### config.mk
export PLATFORM = sky130hd
export DESIGN_NAME = ir_pipe_stage
export DESIGN_NICKNAME = d
export VERILOG_FILES = /design/src/rtl/ir_pipe_stage_pkg.sv /design/src/rtl/ir_pipe_stage_skid.sv /design/src/rtl/ir_pipe_stage.sv
export SDC_FILE = /design/constraint.sdc
export NUM_CORES = 1
export LEC_CHECK = 0
export ABC_AREA = 1
export CORE_MARGIN = 2
export CORE_UTILIZATION = 47
export CTS_BUF_LIST = sky130_fd_sc_hd__clkbuf_8
export CTS_CLUSTER_DIAMETER = 100
export CTS_CLUSTER_SIZE = 40
export DETAILED_ROUTE_END_ITERATION = 8
export HOLD_SLACK_MARGIN = 0.02
export PLACE_DENSITY = 0.91
export RECOVER_POWER = 100
export SLEW_MARGIN = 20
export SYNTH_ARGS = -nofsm -noshare
export SYNTH_HDL_FRONTEND = slang
export SYNTH_SLANG_ARGS = --single-unit
### constraint.sdc
create_clock -name clock -period 1.8 [get_ports clock]
set_clock_uncertainty 0.2 [all_clocks]
set_input_delay 0.36 -clock clock [delete_from_list [all_inputs] [get_ports clock]]
set_output_delay 0.36 -clock clock [all_outputs]
set_load 0.05 [all_outputs]
### src/rtl/ir_pipe_stage_pkg.sv
// Shared types and helpers for the instruction-register pipeline stage:
// the skid-buffer state encoding, default field positions, and the
// instruction field decoder used by the top level.
package ir_pipe_stage_pkg;

    // Occupancy of the two-entry skid buffer.
    typedef enum logic [1:0] {
        EMPTY = 2'd0,   // no entry held
        ONE   = 2'd1,   // main entry valid
        TWO   = 2'd2    // main and skid entries valid
    } ir_state_e;

    // Default instruction format.
    localparam int IR_IW      = 16;  // instruction word width
    localparam int IR_RW      = 4;   // register specifier width
    localparam int IR_OPW     = 4;   // opcode width, field at [OPW-1:0]
    localparam int IR_RD_LSB  = 4;   // rd field position
    localparam int IR_RS1_LSB = 8;   // rs1 field position
    localparam int IR_RS2_LSB = 12;  // rs2 field position
    localparam int IR_IMM_LSB = 8;   // immediate field is [IW-1:IMM_LSB]
    localparam int IR_XLEN    = 16;  // sign-extended immediate width

    // Decoder works on a fixed wide word so one function serves every
    // parameterisation; callers keep only the low bits of each field.
    localparam int IR_MAXW = 64;

    typedef logic [IR_MAXW-1:0] ir_word_t;

    typedef struct packed {
        ir_word_t opcode;
        ir_word_t rd;
        ir_word_t rs1;
        ir_word_t rs2;
        ir_word_t imm;
    } ir_fields_t;

    // All-ones in the low 'width' bits, zero above.
    function automatic ir_word_t ir_low_mask(input int width);
        ir_word_t m;
        m = '1;
        if (width < IR_MAXW) begin
            m = ~(m << width);
        end
        return m;
    endfunction

    // Split an instruction word into its fields. Every returned field is
    // zero above its own width; imm is sign-extended from bit iw-1 and then
    // cut to xlen bits, which also covers xlen narrower than the field.
    function automatic ir_fields_t ir_field_decode(
        input ir_word_t instr,
        input int       iw      = IR_IW,
        input int       rw      = IR_RW,
        input int       opw     = IR_OPW,
        input int       rd_lsb  = IR_RD_LSB,
        input int       rs1_lsb = IR_RS1_LSB,
        input int       rs2_lsb = IR_RS2_LSB,
        input int       imm_lsb = IR_IMM_LSB,
        input int       xlen    = IR_XLEN
    );
        ir_fields_t                  f;
        ir_word_t                    top_aligned;
        logic signed [IR_MAXW-1:0]   imm_ext;

        f.opcode = instr & ir_low_mask(opw);
        f.rd     = (instr >> rd_lsb)  & ir_low_mask(rw);
        f.rs1    = (instr >> rs1_lsb) & ir_low_mask(rw);
        f.rs2    = (instr >> rs2_lsb) & ir_low_mask(rw);

        // Park the instruction's sign bit at the word MSB, then shift back
        // arithmetically so the immediate lands at bit 0 sign-extended.
        top_aligned = instr << (IR_MAXW - iw);
        imm_ext     = signed'(top_aligned) >>> (IR_MAXW - iw + imm_lsb);
        f.imm       = ir_word_t'(imm_ext) & ir_low_mask(xlen);
        return f;
    endfunction

endpackage

### src/rtl/ir_pipe_stage_skid.sv
// Two-entry skid buffer for instruction words. The main entry is what the
// consumer sees; the skid entry catches the one extra word that can arrive
// in the cycle after the consumer stalls, so the registered ready never
// loses data. Strict FIFO order, flush empties both entries.
module ir_skid_buffer
    import ir_pipe_stage_pkg::*;
#(
    parameter int IW = IR_IW
) (
    input  logic          clock,
    input  logic          reset,
    input  logic          i_flush,
    input  logic          i_valid,
    input  logic [IW-1:0] i_data,
    output logic          o_ready,
    output logic          o_valid,
    input  logic          i_ready,
    output logic [IW-1:0] o_data,
    output logic          o_load,
    output logic [IW-1:0] o_load_data
);

    ir_state_e     r_state;
    ir_state_e     w_state_next;
    logic          r_ready;
    logic [IW-1:0] r_main;
    logic [IW-1:0] r_skid;

    logic          w_accept;
    logic          w_consume;
    logic          w_load_main;
    logic          w_main_from_skid;
    logic          w_load_skid;
    logic [IW-1:0] w_main_next;

    assign o_valid   = (r_state != EMPTY);
    assign o_ready   = r_ready;
    assign w_accept  = i_valid & r_ready;
    assign w_consume = o_valid & i_ready;

    // Next-state and load strobes; flush beats any accept or consume.
    always_comb begin
        // NOTE: every output gets a default first so no path through the
        // case leaves one unassigned, which would infer a latch.
        w_state_next     = r_state;
        w_load_main      = 1'b0;
        w_main_from_skid = 1'b0;
        w_load_skid      = 1'b0;
        if (i_flush) begin
            w_state_next = EMPTY;
        end else begin
            case (r_state)
                EMPTY: begin
                    if (w_accept) begin
                        w_load_main  = 1'b1;
                        w_state_next = ONE;
                    end
                end
                ONE: begin
                    if (w_accept && w_consume) begin
                        w_load_main = 1'b1;
                    end else if (w_accept) begin
                        w_load_skid  = 1'b1;
                        w_state_next = TWO;
                    end else if (w_consume) begin
                        w_state_next = EMPTY;
                    end
                end
                TWO: begin
                    // Ready is low here, so only the drain move can happen.
                    if (w_consume) begin
                        w_load_main      = 1'b1;
                        w_main_from_skid = 1'b1;
                        w_state_next     = ONE;
                    end
                end
                default: begin
                    w_state_next = EMPTY;
                end
            endcase
        end
    end

    assign w_main_next = w_main_from_skid ? r_skid : i_data;

    // State register; ready is registered from the next state.
    always_ff @(posedge clock) begin
        // NOTE: sequential state uses non-blocking assignments so every
        // flop samples pre-edge values regardless of statement order.
        if (reset) begin
            r_state <= EMPTY;
            r_ready <= 1'b1;
        end else begin
            r_state <= w_state_next;
            r_ready <= (w_state_next != TWO);
        end
    end

    // Entry storage; cleared on reset and flush so the held word reads zero.
    always_ff @(posedge clock) begin
        // NOTE: the two data entries are reset deliberately, because the
        // raw held word is a visible output that must read zero after reset.
        if (reset || i_flush) begin
            r_main <= '0;
            r_skid <= '0;
        end else begin
            if (w_load_main) begin
                r_main <= w_main_next;
            end
            if (w_load_skid) begin
                r_skid <= i_data;
            end
        end
    end

    assign o_data      = r_main;
    assign o_load      = w_load_main;
    assign o_load_data = w_main_next;

endmodule

### src/rtl/ir_pipe_stage.sv
// Instruction register between fetch and register-file read. A two-entry
// skid buffer absorbs back-pressure; the decoded fields are registered in
// the same edge that loads the main entry, so every output is a flop.
module ir_pipe_stage
    import ir_pipe_stage_pkg::*;
#(
    parameter int IW      = IR_IW,
    parameter int RW      = IR_RW,
    parameter int OPW     = IR_OPW,
    parameter int RD_LSB  = IR_RD_LSB,
    parameter int RS1_LSB = IR_RS1_LSB,
    parameter int RS2_LSB = IR_RS2_LSB,
    parameter int IMM_LSB = IR_IMM_LSB,
    parameter int XLEN    = IR_XLEN
) (
    input  logic            clock,
    input  logic            reset,
    input  logic            flush,
    input  logic            in_valid,
    input  logic [IW-1:0]   in_instr,
    output logic            in_ready,
    output logic            out_valid,
    input  logic            out_ready,
    output logic [RW-1:0]   rs1,
    output logic [RW-1:0]   rs2,
    output logic [RW-1:0]   rd,
    output logic [OPW-1:0]  opcode,
    output logic [XLEN-1:0] imm,
    output logic [IW-1:0]   instr
);

    logic            w_load;
    logic [IW-1:0]   w_load_data;
    ir_fields_t      w_fields;

    logic [RW-1:0]   r_rs1;
    logic [RW-1:0]   r_rs2;
    logic [RW-1:0]   r_rd;
    logic [OPW-1:0]  r_opcode;
    logic [XLEN-1:0] r_imm;

    ir_skid_buffer #(
        .IW (IW)
    ) u_skid (
        .clock       (clock),
        .reset       (reset),
        .i_flush     (flush),
        .i_valid     (in_valid),
        .i_data      (in_instr),
        .o_ready     (in_ready),
        .o_valid     (out_valid),
        .i_ready     (out_ready),
        .o_data      (instr),
        .o_load      (w_load),
        .o_load_data (w_load_data)
    );

    // Decode the word that is about to become the main entry.
    always_comb begin
        w_fields = ir_field_decode(ir_word_t'(w_load_data), IW, RW, OPW,
                                   RD_LSB, RS1_LSB, RS2_LSB, IMM_LSB, XLEN);
    end

    // The decoder masks each field to its own width, so bits above it are
    // always zero.
    always_comb begin
        assert (((w_fields.opcode >> OPW) | (w_fields.rd >> RW) |
                 (w_fields.rs1 >> RW) | (w_fields.rs2 >> RW) |
                 (w_fields.imm >> XLEN)) == '0);
    end

    // Field register: loads alongside the main entry, clears on reset/flush,
    // otherwise holds (including while the stage is empty).
    always_ff @(posedge clock) begin
        if (reset || flush) begin
            r_rs1    <= '0;
            r_rs2    <= '0;
            r_rd     <= '0;
            r_opcode <= '0;
            r_imm    <= '0;
        end else if (w_load) begin
            r_rs1    <= w_fields.rs1[RW-1:0];
            r_rs2    <= w_fields.rs2[RW-1:0];
            r_rd     <= w_fields.rd[RW-1:0];
            r_opcode <= w_fields.opcode[OPW-1:0];
            r_imm    <= w_fields.imm[XLEN-1:0];
        end
    end

    assign rs1    = r_rs1;
    assign rs2    = r_rs2;
    assign rd     = r_rd;
    assign opcode = r_opcode;
    assign imm    = r_imm;

endmodule
==> impl_results.md, run 1 <==
* Flops & latches, synth at 35
* Boundary Pins at 71
* Most common cell after layout, fill and taps aside: nand2_1
* Input/output buffers at 70
* CTS tree: built
* Max Transition Viols Final at 0
* F_max at around 580 MHz
* Post-Synth XOR/XNOR Area at 0%
* Synth unique cells at 17
* Period utilization at between 90% and 100%
* Mapped Cells at between 300 and 400
* # setup viols final at 0
* Largest area contributor in the netlist: dfxtp_1
* Cell Area, Synth at 2031 sq um
* Tot GR Track Use at 21.58%
* Outcome: completed
* Final Critical Period at between 1.5 and 2 ns
* Starting Density at 49.69%
* Largest net degree at the start of global routing at 33
* Syn Nets at approximately 340
* Main combinational cell family by area after synthesis: simple AND/OR/NAND/NOR gates
* Multi-input logic area at ~850 sq um
* Startpoint type of the worst setup path: register
* Reg clk slew, reported paths at roughly 0.070 ns
* Global-route wire length before repair at approximately 8.6 mm
* Adder-cell share of the synthesized area at 0%
* WL final at about 5.3 mm
* N_diodes at 0
* Type of the most critical hold path: register to register
* Complex-gate fraction of the synthesized area at ~3.9%
* Register area at around 700 sq um
* Max clock buf depth at 2
* Worst-Skew Late Latency at 0.29 ns
* Routed vias/inst at 4.915
* Htree depth at 2
* Initial DRC count at ~100
* Vias in the first global route at approximately 1.9k
* Synth area leaders: dfxtp_1 35%, nand2_1 17%, buf_4 12%
* Syn avg cell area at approximately 6.4 sq um
* Routed Antenna Nets at 0
* Hpwl dp at between 3 and 4 mm
* Yosys warnings at 0
* Hold Vio Cnt, Final at 0
* Filler instances at 314
* Routability Congestion at roughly 0.85
* Setup TNS at 0 ns
* Antenna violations before repair at 0
* Power after layout at ~1700 uW
* Die H at ~70 um
* WP data required at ~1.2 ns
* Crit path max fanout at 4
* Top cell type's share of synthesized area at 34.50%
* Layout cells sized above 1 at a little under a fifth
* Clock sinks at 35
* Final nets at between 300 and 400
* P per Cell Area at approximately 660 nW/um^2
* Commonest non-fill, non-tap cells in the layout: 90 x nand2_1, 50 x nor2_1, 40 x inv_1, 35 x dfxtp_1, 30 x nand3_1
* Crit path DAT at 1.17 ns
* Post-CTS setup buffer count at 0
* Crit Path Class: register to output pin
* Maxcap violations at 0
* Synth Area in Simple Gates at between 30% and 40%
* Part of the Yosys area used for sequential elements at between 30% and 40%
* CP endpoint kind: output pin
* Num CTS Buffers at 5
* Area Overhead vs Synth at 30.87%
* Worst-Margin Slew at 0.5236 ns
* Grt ovf at 0
* Via count at roughly 2.0k
* Leakage at roughly 0.0016 uW
* Total die area at 4862 sq um
* Multiplexer share of the synthesized area at 0%
* Unrepaired setup endpoints after global routing: false
* Peak supply drop at 533.4 uV
* Rows at 23
* Die X at 69.73 um
* Routed len/inst at between 10 and 15 um
* CTS Root Cell: clkbuf_8
* # DRC at 0
* First-pass DRT Iterations at 4
* Slew HR at between 60% and 70%
* Core area at between 4000 and 5000 sq um
sequential cells by signal (all words and copies together), names as in the netlist:
name            flops
rs2                 3
rd                  3
u_skid.r_state      2
imm                 2
opcode              3
u_skid.o_data       2
u_skid.r_skid      16
rs1                 3
u_skid.o_ready      1
worst max-delay path, cell delays in order (launching register included):
cell and delay (ns):
dfxtp_1 0.44, inv_1 0.09, nand2_1 0.09, buf_2 0.27
routing by layer:
layer	part of all wire (%)	vias to the layer above	GRT usage [%]
met5	0	-	0
met4	2.2	0	7.692
met3	6.6	11	5.087
met2	49	96	38.03
met1	42	906	25.49
li1	-	1012	-
logic make-up (layout without fill, tap and decap cells):
logic type	Yosys count	after routing
buf+inv	87	131
compound gates	16	16
flops	35	35
simple gates	180	180
metrics by stage:
step           worst slack, ns  hold slack (ns)  cells  utilization, %  cell area [sq um]
2_1_floorplan          0.04245           0.2366    318               -               2031
3_3_place_gp           -0.1011           0.2968    404           76.12               3110
3_5_place_dp           -0.1729           0.3008    404           76.12               3110
4_1_cts                 0.1154           0.3129    412           78.11               3192
5_1_grt                0.01392           0.3465    412           65.03               2658
6_report               0.06527           0.3113    412           65.03               2658
cell usage after synthesis:
cell / count
buf_4: 32
nand3_2: 5
buf_6: 2
nand3_1: 28
dfxtp_1: 35
nor2_4: 1
buf_2: 11
inv_1: 38
nand2_2: 1
nor3_1: 2
clkbuf_1: 3
nand3b_4: 1
nor2_1: 51
clkinv_2: 1
a21oi_1: 16
nor2_2: 1
nand2_1: 90
final cells by class:
| type | count | share of cell area, % |
|---|---|---|
| Timing Repair Buffer | 84 | 30.65 |
| Clock inverter | 3 | 0.4708 |
| Tap cell | 50 | 2.354 |
| Multi-Input combinational cell | 196 | 32.02 |
| Clock buffer | 5 | 2.589 |
| Inverter | 39 | 5.556 |
| Sequential cell | 35 | 26.37 |
path summary, 6_finish.rpt:
path                     start               end  slack (ns)  cells past startpoint
max          u_skid.r_state[0]         out_valid        0.07                      3
min           u_skid.r_skid[8]  u_skid.r_skid[8]        0.31                      4
max reg2reg  u_skid.r_state[1]            rs2[0]        0.27                      8
min reg2reg   u_skid.r_skid[8]  u_skid.r_skid[8]        0.31                      4
what timing repair did:
item / CTS / global route
endpoints found under the setup margin: 0 / 3
hold endpoints to repair: 0 / 0
hold buffers: 0 / 0
gates resized for setup: 0 / 1
report_power, final:
group	switching [uW]	leakage, uW	internal (uW)
Combinational	268	0.00122	146
Clock	272	0.0000505	260
Sequential	13.6	0.000284	791
Note: power is estimated with default switching activity, not from simulation.
==> inputs of run 2 (changes only) <==
--- a/config.mk
+++ b/config.mk
@@ -19,3 +19,4 @@
 export SYNTH_ARGS = -nofsm -noshare
 export SYNTH_HDL_FRONTEND = slang
 export SYNTH_SLANG_ARGS = --single-unit
+export TNS_END_PERCENT = 100
==> constraint.sdc (replaced) <==
create_clock -name clock -period 1.9 [get_ports clock]
set_clock_uncertainty 0.2 [all_clocks]
set_input_delay 0.38 -clock clock [delete_from_list [all_inputs] [get_ports clock]]
set_output_delay 0.38 -clock clock [all_outputs]
set_load 0.05 [all_outputs]
==> run 2 against run 1 <==
Effect of this change:
- combinational power fell by 11%
- critical path depth decreased by 2
- sequential share of layout area rose by 0.91 points
- core utilization is 2.2 points lower
- total power is 2.6% higher
- count of clock-buffer cells in the layout unchanged
- die area stayed put
- final area fell by 3.3%
- critical endpoint is now instr[14]
- largest cell class unchanged
==> impl_results.md, run 2 (synthesized netlist as in run 1, its figures left out) <==
* Design Area, Final at 2569 sq um (-3.3%)
* Worst hold path endpoint: u_skid.r_skid[11]
* Post-CTS setup buffer count at 0 (unchanged)
* CP max stage delay at 0.49 ns (+0.05 ns)
* Hpwl dp at 3.082 mm (-18%)
* Num CTS Buffers at 5 (unchanged)
* Max reg flops at 16 (unchanged)
* Worst r2r dst: u_skid.r_skid[10]
* Input/output buffers at 70 (unchanged)
* Unrepaired setup endpoints after global routing: false
* Maxcap violations at 0 (unchanged)
* Type of the most critical hold path: register to register
* Die H at 69.73 um (unchanged)
* Routed len/inst at 10.47 um (-18%)
* Placed cell areas at 2620 sq um (-16%)
* CTS tree: built
* Max clock buf depth at 2 (unchanged)
* Boundary Pins at 71 (unchanged)
* Max Transition Viols Final at 0 (unchanged)
* First-pass DRT Iterations at 4 (unchanged)
* P per Cell Area at 698.6 nW/um^2 (+6.1%)
* Tot GR Track Use at 17.91% (-3.7 points)
* Top Family by Delay on Critical Path: buffers and inverters
* Htree depth at 2 (unchanged)
* Global-route wire length before repair at 7.169 mm (-17%)
* Most common cell after layout, fill and taps aside: nand2_1
* Crit path max fanout at 4 (unchanged)
* WP buf/inv at 1 (-1)
* Routed vias/inst at 4.622 (-6.0%)
* Layout cells sized above 1 at 15.56% (-3.5 points)
* Starting Density at 49.69% (unchanged)
* Hold Vio Cnt, Final at 0 (unchanged)
* Worst Reg-to-Reg Cells at 8 (unchanged)
* Reg2reg start: u_skid.o_ready
* Initial DRC count at 154 (+51%)
* Post-route setup slack at 0.1693 ns (+0.1040 ns)
* Grt ovf at 0 (unchanged)
* Leakage at 0.001320 uW (-15%)
* Outcome: completed
* Final nets at 380 (-0.52%)
* Hold path startpoint: u_skid.r_skid[11]
* Reg clk slew, reported paths at 0.07 ns (about the same)
* # DRC at 0 (unchanged)
* F_max at between 500 and 600 MHz
* CTS Root Cell: clkbuf_8
* Post-place setup slack at -0.004237 ns (+0.1687 ns)
* Area Overhead vs Synth at 26.49%
* CP max stage cell: clkbuf_1
* Slew HR at 59.33% (-5.7 points)
* Core area at 4086 sq um (unchanged)
* Reg2reg setup slack at 0.39 ns (+0.12 ns)
* WL final at 4.291 mm (-19%)
* Hold-critical path depth at 4 (unchanged)
* Crit-path cells: clkbuf_1
* Peak supply drop at 433.6 uV (-19%)
* Commonest non-fill, non-tap cells in the layout: 91 x nand2_1, 52 x nor2_1, 38 x inv_1, 35 x dfxtp_1, 28 x nand3_1
* Worst-Margin Slew at 0.6127 ns (+0.08909 ns)
* Startpoint type of the worst setup path: register
* WP data required at 1.32 ns (+0.08 ns)
* Post-CTS Hold Fix Bufs at 0 (unchanged)
* Routed Antenna Nets at 0 (unchanged)
* Crit Path Class: register to output pin
* Vias in the first global route at 1,664 (-12%)
* # setup viols final at 0 (unchanged)
* Power after layout at 1795 uW (+2.6%)
* Rows at 23 (unchanged)
* Via count at 1,895 (-6.4%)
* CP endpoint kind: output pin
* Crit path DAT at 1.15 ns (-0.02 ns)
* Post-CTS sizing at 0 (unchanged)
* Clock sinks at 35 (unchanged)
* Antenna violations before repair at 0 (unchanged)
* N_diodes at 0 (unchanged)
* Period utilization at about nine tenths
* Final Critical Period at 1.731 ns
* Largest net degree at the start of global routing at 33 (unchanged)
* Total die area at 4862 sq um (unchanged)
* Die X at 69.73 um (unchanged)
* Routability Congestion at 0.8841 (+3.8%)
* Worst-Skew Late Latency at 0.29 ns (about the same)
* Largest reg by FF count: u_skid.r_skid
run 2: changes by cell type in the layout (fill, tap and decap cells not counted), moves of 2 or more:
cell,change
nand3_2,+2
clkbuf_1,+22
buf_6,-3
clkbuf_2,-9
inv_1,-2
dlymetal6s2s_1,-10
nor2_1,+2
buf_12,+3
nor2_4,-2
clkbuf_4,-2
nand3_1,-2
run 2: where the power goes:
group / leakage, uW / total, uW / switching (uW) / internal, uW
logic: 0.000978 / 370 / 243 / 127
registers: 0.000284 / 761 / 12.1 / 749
clock network: 0.0000581 / 664 / 274 / 390
run 2: per-stage QoR:
step | setup TNS (ns) | std cells | util (%) | hold slack, ns
after detailed placement | -0.004237 | 402 | 64.12 | 0.2976
after CTS | 0 | 410 | 66.87 | 0.3113
final | 0 | 410 | 62.86 | 0.3138
after floorplan | 0 | 318 | - | 0.2566
after global placement | 0 | 402 | 64.12 | 0.2957
after global routing | 0 | 410 | 62.86 | 0.3393
run 2: worst reg2reg max path: cells and delay by family, from the launching register on:
family                 cells  cell delay, ns
flip-flops                 1            0.33
buffers and inverters      2            0.35
AND/OR/NAND/NOR            6            0.57
run 2: cell type report:
type | count | area [sq um]
fill | 390 | 1518
multi-input combinational | 196 | 834.6
timing repair buffer | 82 | 710.7
sequential | 35 | 700.7
inverter | 39 | 147.6
clock buffer | 5 | 68.82
tap | 50 | 62.56
clock inverter | 3 | 43.79
run 2: worst max-delay path by stage:
stage / startpoint / to / slack [ns] / cells after the start
2_1_floorplan: u_skid.o_ready / imm[3] / 0.14 / 6
3_3_place_gp: flush / rs1[2] / 0.02 / 8
3_5_place_dp: in_valid / u_skid.r_skid[3] / -0.004 / 8
4_1_cts: imm[7] / instr[15] / 0.21 / 2
5_1_grt: flush / rs1[1] / 0.09 / 8
6_report: rs2[2] / instr[14] / 0.17 / 1
run 2: layer usage:
layer / vias to the layer above / routed length (um) / global-route usage, %
met5: - / 0 / 0
met4: 0 / 84 / 10.04
met3: 10 / 254 / 3.488
met2: 72 / 2021 / 28.85
met1: 809 / 1931 / 22.35
li1: 1004 / - / -
==> inputs of run 3 (changes only) <==
--- a/config.mk
+++ b/config.mk
@@ -9,12 +9,12 @@
 export CORE_MARGIN = 2
 export CORE_UTILIZATION = 47
 export CTS_BUF_LIST = sky130_fd_sc_hd__clkbuf_8
-export CTS_CLUSTER_DIAMETER = 100
+export CTS_CLUSTER_DIAMETER = 30
 export CTS_CLUSTER_SIZE = 40
 export DETAILED_ROUTE_END_ITERATION = 8
+export GPL_TIMING_DRIVEN = 0
 export HOLD_SLACK_MARGIN = 0.02
 export PLACE_DENSITY = 0.91
-export RECOVER_POWER = 100
 export SLEW_MARGIN = 20
 export SYNTH_ARGS = -nofsm -noshare
 export SYNTH_HDL_FRONTEND = slang
==> run 3 against run 2 <==
Effect of this change:
- via count increased by 6.4%
- flip-flop and latch count is the same
- sequential share of layout area is 2.5 points lower
- final area up 10%
- register-to-register slack worse by 0.06 ns
- highest routed layer unchanged
==> impl_results.md, run 3 (synthesized netlist as in run 1, its figures left out) <==
* Outcome: completed
* Placed cell areas at 2794 sq um (+6.6%)
* Reg2reg setup slack at 0.33 ns (-0.06 ns)
* Reg power frac at 45.3% (+2.9 points)
* Sw frac at 30.33% (+0.88 points)
* Core area at 4086 sq um (unchanged)
* Die X at 69.73 um (unchanged)
* Crit path max fanout at 3 (-1)
* Combinational share of power at 22.9% (+2.3 points)
* Clock sinks at 35 (unchanged)
* Final nets at 416 (+9.5%)
* Clock network power share at 31.9% (-5.1 points)
* Largest reg by FF count: u_skid.r_skid
* WP data required at 1.32 ns (about the same)
* Routed vias/inst at 4.533 (-1.9%)
* Design Area, Final at 2829 sq um (+10%)
* Reg clk slew, reported paths at 0.07 ns (about the same)
* Htree depth at 2 (unchanged)
* Antenna violations before repair at 0 (unchanged)
* Startpoint type of the worst setup path: register
* First-pass DRT Iterations at 4 (unchanged)
* Crit Path Class: register to output pin
* Cell Count, Final, Fillers Out at 445 (+8.5%)
* Tot GR Track Use at 19.44% (+1.5 points)
* CTS tree: built
* Hpwl dp at 3.500 mm (+14%)
* Post-CTS setup buffer count at 0 (unchanged)
* Leakage at 0.001575 uW (+19%)
* Routability Congestion at 0.8316 (-5.9%)
* Setup TNS at 0 ns (unchanged)
* F_max at 539.4 MHz (-6.6%)
* Largest net degree at the start of global routing at 13 (-61%)
* Final Critical Period at 1.854 ns (+0.1233 ns)
* Starting Density at 49.69% (unchanged)
* Post-place setup slack at -0.1822 ns (-0.1779 ns)
* Post-route setup slack at 0.04605 ns (-0.1233 ns)
* Initial DRC count at 122 (-21%)
* Layout cells sized above 1 at 21.27% (+5.7 points)
* Hold Vio Cnt, Final at 0 (unchanged)
* Commonest non-fill, non-tap cells in the layout: 90 x nand2_1, 51 x nor2_1, 38 x inv_1, 34 x buf_4, 34 x dfxtp_1
* Global-route wire length before repair at 7.728 mm (+7.8%)
* Max Transition Viols Final at 0 (unchanged)
* Worst-Margin Slew at 0.5012 ns (-0.1114 ns)
* Max reg flops at 16 (unchanged)
* Type of the most critical hold path: register to register
* Grt ovf at 0 (unchanged)
* Input/output buffers at 70 (unchanged)
* P per Cell Area at 596.3 nW/um^2 (-15%)
* Peak supply drop at 421.2 uV (-2.8%)
* Sw power at 511.6 uW (-3.2%)
* Unrepaired setup endpoints after global routing: false
* CTS Root Cell: clkbuf_8
* N_diodes at 0 (unchanged)
* Routed Antenna Nets at 0 (unchanged)
* # setup viols final at 0 (unchanged)
* CP endpoint kind: output pin
* Worst-Skew Late Latency at 0.29 ns (about the same)
* Maxcap violations at 0 (unchanged)
* Crit path DAT at 1.27 ns (+0.12 ns)
* Boundary Pins at 71 (unchanged)
* Num CTS Buffers at 5 (unchanged)
* Vias in the first global route at 1,737 (+4.4%)
* Period utilization at 97.58% (+6.5 points)
* WL final at 4.638 mm (+8.1%)
* Routed len/inst at 10.42 um (-0.41%)
* Internal at 1175 uW (-7.2%)
* Die H at 69.73 um (unchanged)
* Dpl cells at 438 (+9.0%)
* WHS at 0.3131 ns (-0.0007280 ns)
* Post-CTS sizing at 73 (+73)
* Max clock buf depth at 2 (unchanged)
* Most common cell after layout, fill and taps aside: nand2_1
* Slew HR at 66.72% (+7.4 points)
* Post-CTS Hold Fix Bufs at 0 (unchanged)
* Area Overhead vs Synth at 39.31%
* Total die area at 4862 sq um (unchanged)
* Rows at 23 (unchanged)
* # DRC at 0 (unchanged)
* Via count at 2,017 (+6.4%)
run 3: cell type report:
cell class | count | area [sq um]
Timing Repair Buffer | 70 | 644.4
Buffer | 48 | 331.6
Multi-Input combinational cell | 196 | 853.3
Inverter | 39 | 147.6
Clock inverter | 1 | 5.005
Tap cell | 50 | 62.56
Fill cell | 352 | 1257
Sequential cell | 35 | 701.9
Clock buffer | 6 | 82.58
run 3: layer usage:
metal | global-route usage [%] | share of wire, % | up-vias
met2 | 34.08 | 49 | 80
met1 | 22.74 | 42 | 855
met5 | 0 | 0 | -
li1 | - | - | 1076
met3 | 4.215 | 7.5 | 6
met4 | 8.333 | 1.2 | 0
run 3: power groups by stage:
stage	clock, uW	sequential [uW]	combinational (uW)
6_report	538	764	386
5_1_grt	574	767	411
4_1_cts	543	764	385
3_5_place_dp	0	781	406
3_3_place_gp	0	780	400
2_1_floorplan	0	821	222
run 3: path summary, 6_finish.rpt:
kind / start / end / cells past startpoint
max: rd[1] / rd[1] / 2
min: u_skid.r_skid[11] / u_skid.r_skid[11] / 4
max reg2reg: u_skid.o_ready / rs2[1] / 6
min reg2reg: u_skid.r_skid[11] / u_skid.r_skid[11] / 4
run 3: worst max-delay path, cell delays in order (launching register included):
cell	delay, ns
dfxtp_1	0.35
buf_4	0.11
dlygate4sd2_1	0.52
run 3: through the flow:
stage | total power, uW | utilization, %
floorplan | 1043 | -
global placement | 1180 | 68.37
detailed placement | 1187 | 68.37
CTS | 1691 | 69.63
global route | 1752 | 69.23
finish | 1687 | 69.23
==> edit 1 (settings of run 3) <==
Set the package constant `IR_IW` to 8 (it was 16).
--- a/src/rtl/ir_pipe_stage_pkg.sv
+++ b/src/rtl/ir_pipe_stage_pkg.sv
@@ -11,7 +11,7 @@
     } ir_state_e;
 
     // Default instruction format.
-    localparam int IR_IW      = 16;  // instruction word width
+    localparam int IR_IW      = 8;  // instruction word width
     localparam int IR_RW      = 4;   // register specifier width
     localparam int IR_OPW     = 4;   // opcode width, field at [OPW-1:0]
     localparam int IR_RD_LSB  = 4;   // rd field position
Ports: changed (resized in_instr and instr); port bits go from 71 to 55. The function was not compared with the original's and may differ.
==> edit 1 against run 3 <==
Critical path type unchanged. Total power shrank 41%. Sequential cell count fell by 16. Setup slack better by 0.012 ns. Area after synthesis decreased by 37%. Clock power fell by 50%. Count of clock-buffer cells in the layout decreased by 3. Cell area is 35% lower. Routed wire length shrank 47%. Highest routed layer unchanged. Critical endpoint is now out_valid.
==> edit 1: results (changes against run 3) <==
Status: complete, no violations
CP max FO: 4 (+1)
Vias per inst: 4.32 (-4.7%)
First-pass DRT Iterations: 5 (+1)
Drt first-iter violations: 32 (-74%)
Number of global-route vias before repair: 1065 (-39%)
Comb pwr: 310 uW (-20%)
GRT Total Usage: 17.1% (-2.3 points)
Initial antenna violation count: 0 (unchanged)
Distinct cells, synth: 21 (+4)
Max VDD drop: 426 uV (+1.2%)
Critical path's slowest cell: dfxtp_1
Max incr delay on CP: 0.42 ns (-0.10 ns)
Clk buf depth: 2 (unchanged)
Detailed placer's ending HPWL: 1.99 mm (-43%)
Clock-net power: 269 uW (-50%)
P_int: 662 uW (-44%)
Dominant cell type by area after synthesis: dfxtp_1
Seq/Total Area, Yosys: 29.8% (-4.7 points)
Mux cell area share after synthesis: 0% (unchanged)
Largest cells by area after synthesis: dfxtp_1, buf_4, nand2_1, nor2_1, inv_1
Synth Area in Compound Gates: 4.51% (+0.57 points)
Top post-synthesis cells by count: nand2_1, buf_4, nor2_1
Nets: 261 (-37%)
Layout cells sized above 1: 30.0% (+8.7 points)
CTS root buffer: clkbuf_8
Depth of the CTS H-tree: 1 (-1)
Leakage power total: 0.000967 uW (-39%)
First-pass GRT wire length: 4.42 mm (-43%)
Max reg flops: 8 (-8)
DR WL/cell: 8.92 um (-14%)
Largest net degree at the start of global routing: 20 (+7)
PortBufs: 46 (-34%)
Total CTS buffers: 3 (-2)
Pre-CTS setup slack: -0.344 ns (-0.162 ns)
GPL Wtd Cong: 0.766 (-7.9%)
Yosys warning count: 0 (unchanged)
## edit 1: timing repair
item,4_1_cts,5_1_grt
hold buffers,0,0
gates resized for setup,72,1
setup endpoints to repair,34,16
pin swaps,0,0
## edit 1: logic make-up after synthesis
kind of cell | count (synthesis)
other | 1
DFF | 19
and+or+nand+nor | 99
AOI/OAI and AO/OA | 11
buffers and inverters | 60
## edit 1: final timing paths
path	cells past startpoint	to	slack, ns	start
setup / recovery	3	out_valid	0.06	u_skid.r_state[0]
hold / removal	2	u_skid.r_skid[3]	0.28	u_skid.r_skid[3]
setup reg to reg	6	opcode[2]	0.38	u_skid.o_ready
hold reg to reg	2	u_skid.r_skid[3]	0.28	u_skid.r_skid[3]
## edit 1: per-stage QoR
stage / TNS [ns] / total power [uW] / util, % / std cells / area [um^2]
2_1_floorplan: 0 / 657 / - / 197 / 1300
3_3_place_gp: -6.50 / 744 / 71.3 / 273 / 1800
3_5_place_dp: -7.45 / 748 / 71.3 / 273 / 1800
4_1_cts: 0 / 1010 / 73.2 / 277 / 1850
5_1_grt: 0 / 1040 / 73.3 / 277 / 1850
6_report: 0 / 995 / 73.3 / 277 / 1850
## edit 1: metal layers
| metal | vias to the layer above | share of wire (%) | global-route usage (%) |
|---|---|---|---|
| li1 | 652 | - | - |
| met1 | 503 | 44 | 21.0 |
| met2 | 39 | 49 | 29.1 |
| met3 | 2 | 6.1 | 3.02 |
| met4 | 0 | 1.1 | 7.14 |
| met5 | - | 0 | 0 |
## edit 1: cell type report
type	instances	area (um^2)
Buffer	37	295
Clock buffer	3	41.3
Clock inverter	1	3.75
Fill cell	205	673
Inverter	23	87.6
Multi-Input combinational cell	118	538
Sequential cell	19	384
Tap cell	30	37.5
Timing Repair Buffer	46	462
==> edit 2 (config.mk and constraints of run 3) <==
Made on the original files. Encoding of `ir_state_e`: now one-hot (3 bits for 3 states).
--- a/src/rtl/ir_pipe_stage_pkg.sv
+++ b/src/rtl/ir_pipe_stage_pkg.sv
@@ -4,10 +4,10 @@
 package ir_pipe_stage_pkg;
 
     // Occupancy of the two-entry skid buffer.
-    typedef enum logic [1:0] {
-        EMPTY = 2'd0,   // no entry held
-        ONE   = 2'd1,   // main entry valid
-        TWO   = 2'd2    // main and skid entries valid
+    typedef enum logic [2:0] {
+        EMPTY = 3'b001,   // no entry held
+        ONE   = 3'b010,   // main entry valid
+        TWO   = 3'b100    // main and skid entries valid
     } ir_state_e;
 
     // Default instruction format.
Function: no difference found for any inputs over 10 cycles, from zero or initial values and one cycle with reset high; not proved beyond that.
==> edit 2 against run 3 <==
Setup slack improved by 0.0023 ns. Largest power group unchanged. Count of clock-buffer cells in the layout fell by 1. First-iteration DRC count fell by 43%. Routed wire length rose by 1.3%. Sequential cell count rose by 1. Area after synthesis fell by 6.1%. Cell area fell by 2.1%. Total power rose by 8.7%. Critical endpoint is now instr[13].
==> edit 2: results (changes against run 3) <==
Fin Hold WS: 0.312 ns (-0.000736 ns)
First-pass GRT wire length: 7.56 mm (-2.2%)
Nets: 393 (-5.5%)
GRT Total Usage: 22.0% (+2.6 points)
Worst-margin pin slew: 0.495 ns (-0.00587 ns)
Critical path's slowest cell: clkdlybuf4s15_1
Max VDD drop: 406 uV (-3.7%)
GR Util met3: 5.67% (+1.5 points)
Vias per inst: 4.68 (+3.2%)
Placed Area: 2670 um^2 (-4.4%)
Initial antenna violation count: 0 (unchanged)
Drt first-iter violations: 69 (-43%)
R2R setup slack: 0.19 ns (-0.14 ns)
CP max FO: 4 (+1)
Met2 routed WL: 2.28 mm (-0.31%)
Mapped Avg Cell Area: 6.55 um^2 (+2.6%)
Met1 Track Usage GR: 23.6% (+0.86 points)
Net count after synthesis: 312 (-8.0%)
Distinct cells, synth: 18 (+1)
DR WL/cell: 11.1 um (+6.6%)
GR Util met2: 39.2% (+5.1 points)
Top post-synthesis cells by count: nand2_1, nor2_1, dfxtp_1
Largest cells by area after synthesis: dfxtp_1, nand2_1, nor2_1, buf_4, nand3_1
Via count: 1978 (-1.9%)
Seq/Total Area, Yosys: 37.8% (+3.3 points)
Layout cells sized above 1: 22.0% (+0.72 points)
Wire length on met1: 2.00 mm (+2.8%)
Status: complete, no violations
==> edit 2: cell types whose count changed in the layout (fill, tap and decap cells not counted), sizes merged, moves of 14 or more <==
cell / before / now
inv: 38 / 24
o21ai: 0 / 19
a21oi: 16 / 0
nor2: 53 / 72
nand2: 91 / 75
nand3: 33 / 19
==> edit 2: tightest hold or removal path: cells and delay by family (launching register included) <==
kind             cells  cell delay (ns)
flip-flops           1             0.33
AO/OA/AOI/OAI        1             0.07
AND/OR/NAND/NOR      1             0.07
==> edit 2: report_power, final <==
part | switching, uW | internal (uW)
clock | 291 | 388
sequential | 12.9 | 769
combinational | 236 | 136
total | 540 | 1290
==> edit 2: kinds of logic (layout without fill, tap and decap cells) <==
kind of cell,Yosys count,count (layout),synth area share [%]
DFF,36,36,37.8
and+or+nand+nor,168,168,36.3
buffers and inverters,68,150,20.9
AOI/OAI and AO/OA,19,19,4.99
==> edit 2: path summary, 6_finish.rpt <==
kind	startpoint	endpoint	depth (start not counted)
setup / recovery	rs2[1]	instr[13]	2
hold / removal	u_skid.r_skid[14]	u_skid.r_skid[14]	2
setup reg to reg	u_skid.r_state[1]	opcode[2]	9
hold reg to reg	u_skid.r_skid[14]	u_skid.r_skid[14]	2
==> edit 2: timing repair <==
item | in CTS | in global routing
pin swaps | 0 | 1
setup endpoints to repair | 50 | 40
buffers inserted | 0 | 4
gates resized for setup | 72 | 32
==> edit 2: final cells by class <==
type	instances	area [um^2]	share of cell area [%]
Tap cell	50	62.6	2.26
Inverter	24	90.1	3.25
Clock inverter	3	42.5	1.54
Clock buffer	5	68.8	2.48
Multi-Input combinational cell	187	787	28.4
Timing Repair Buffer	74	682	24.6
Buffer	44	315	11.4
Sequential cell	36	722	26.1
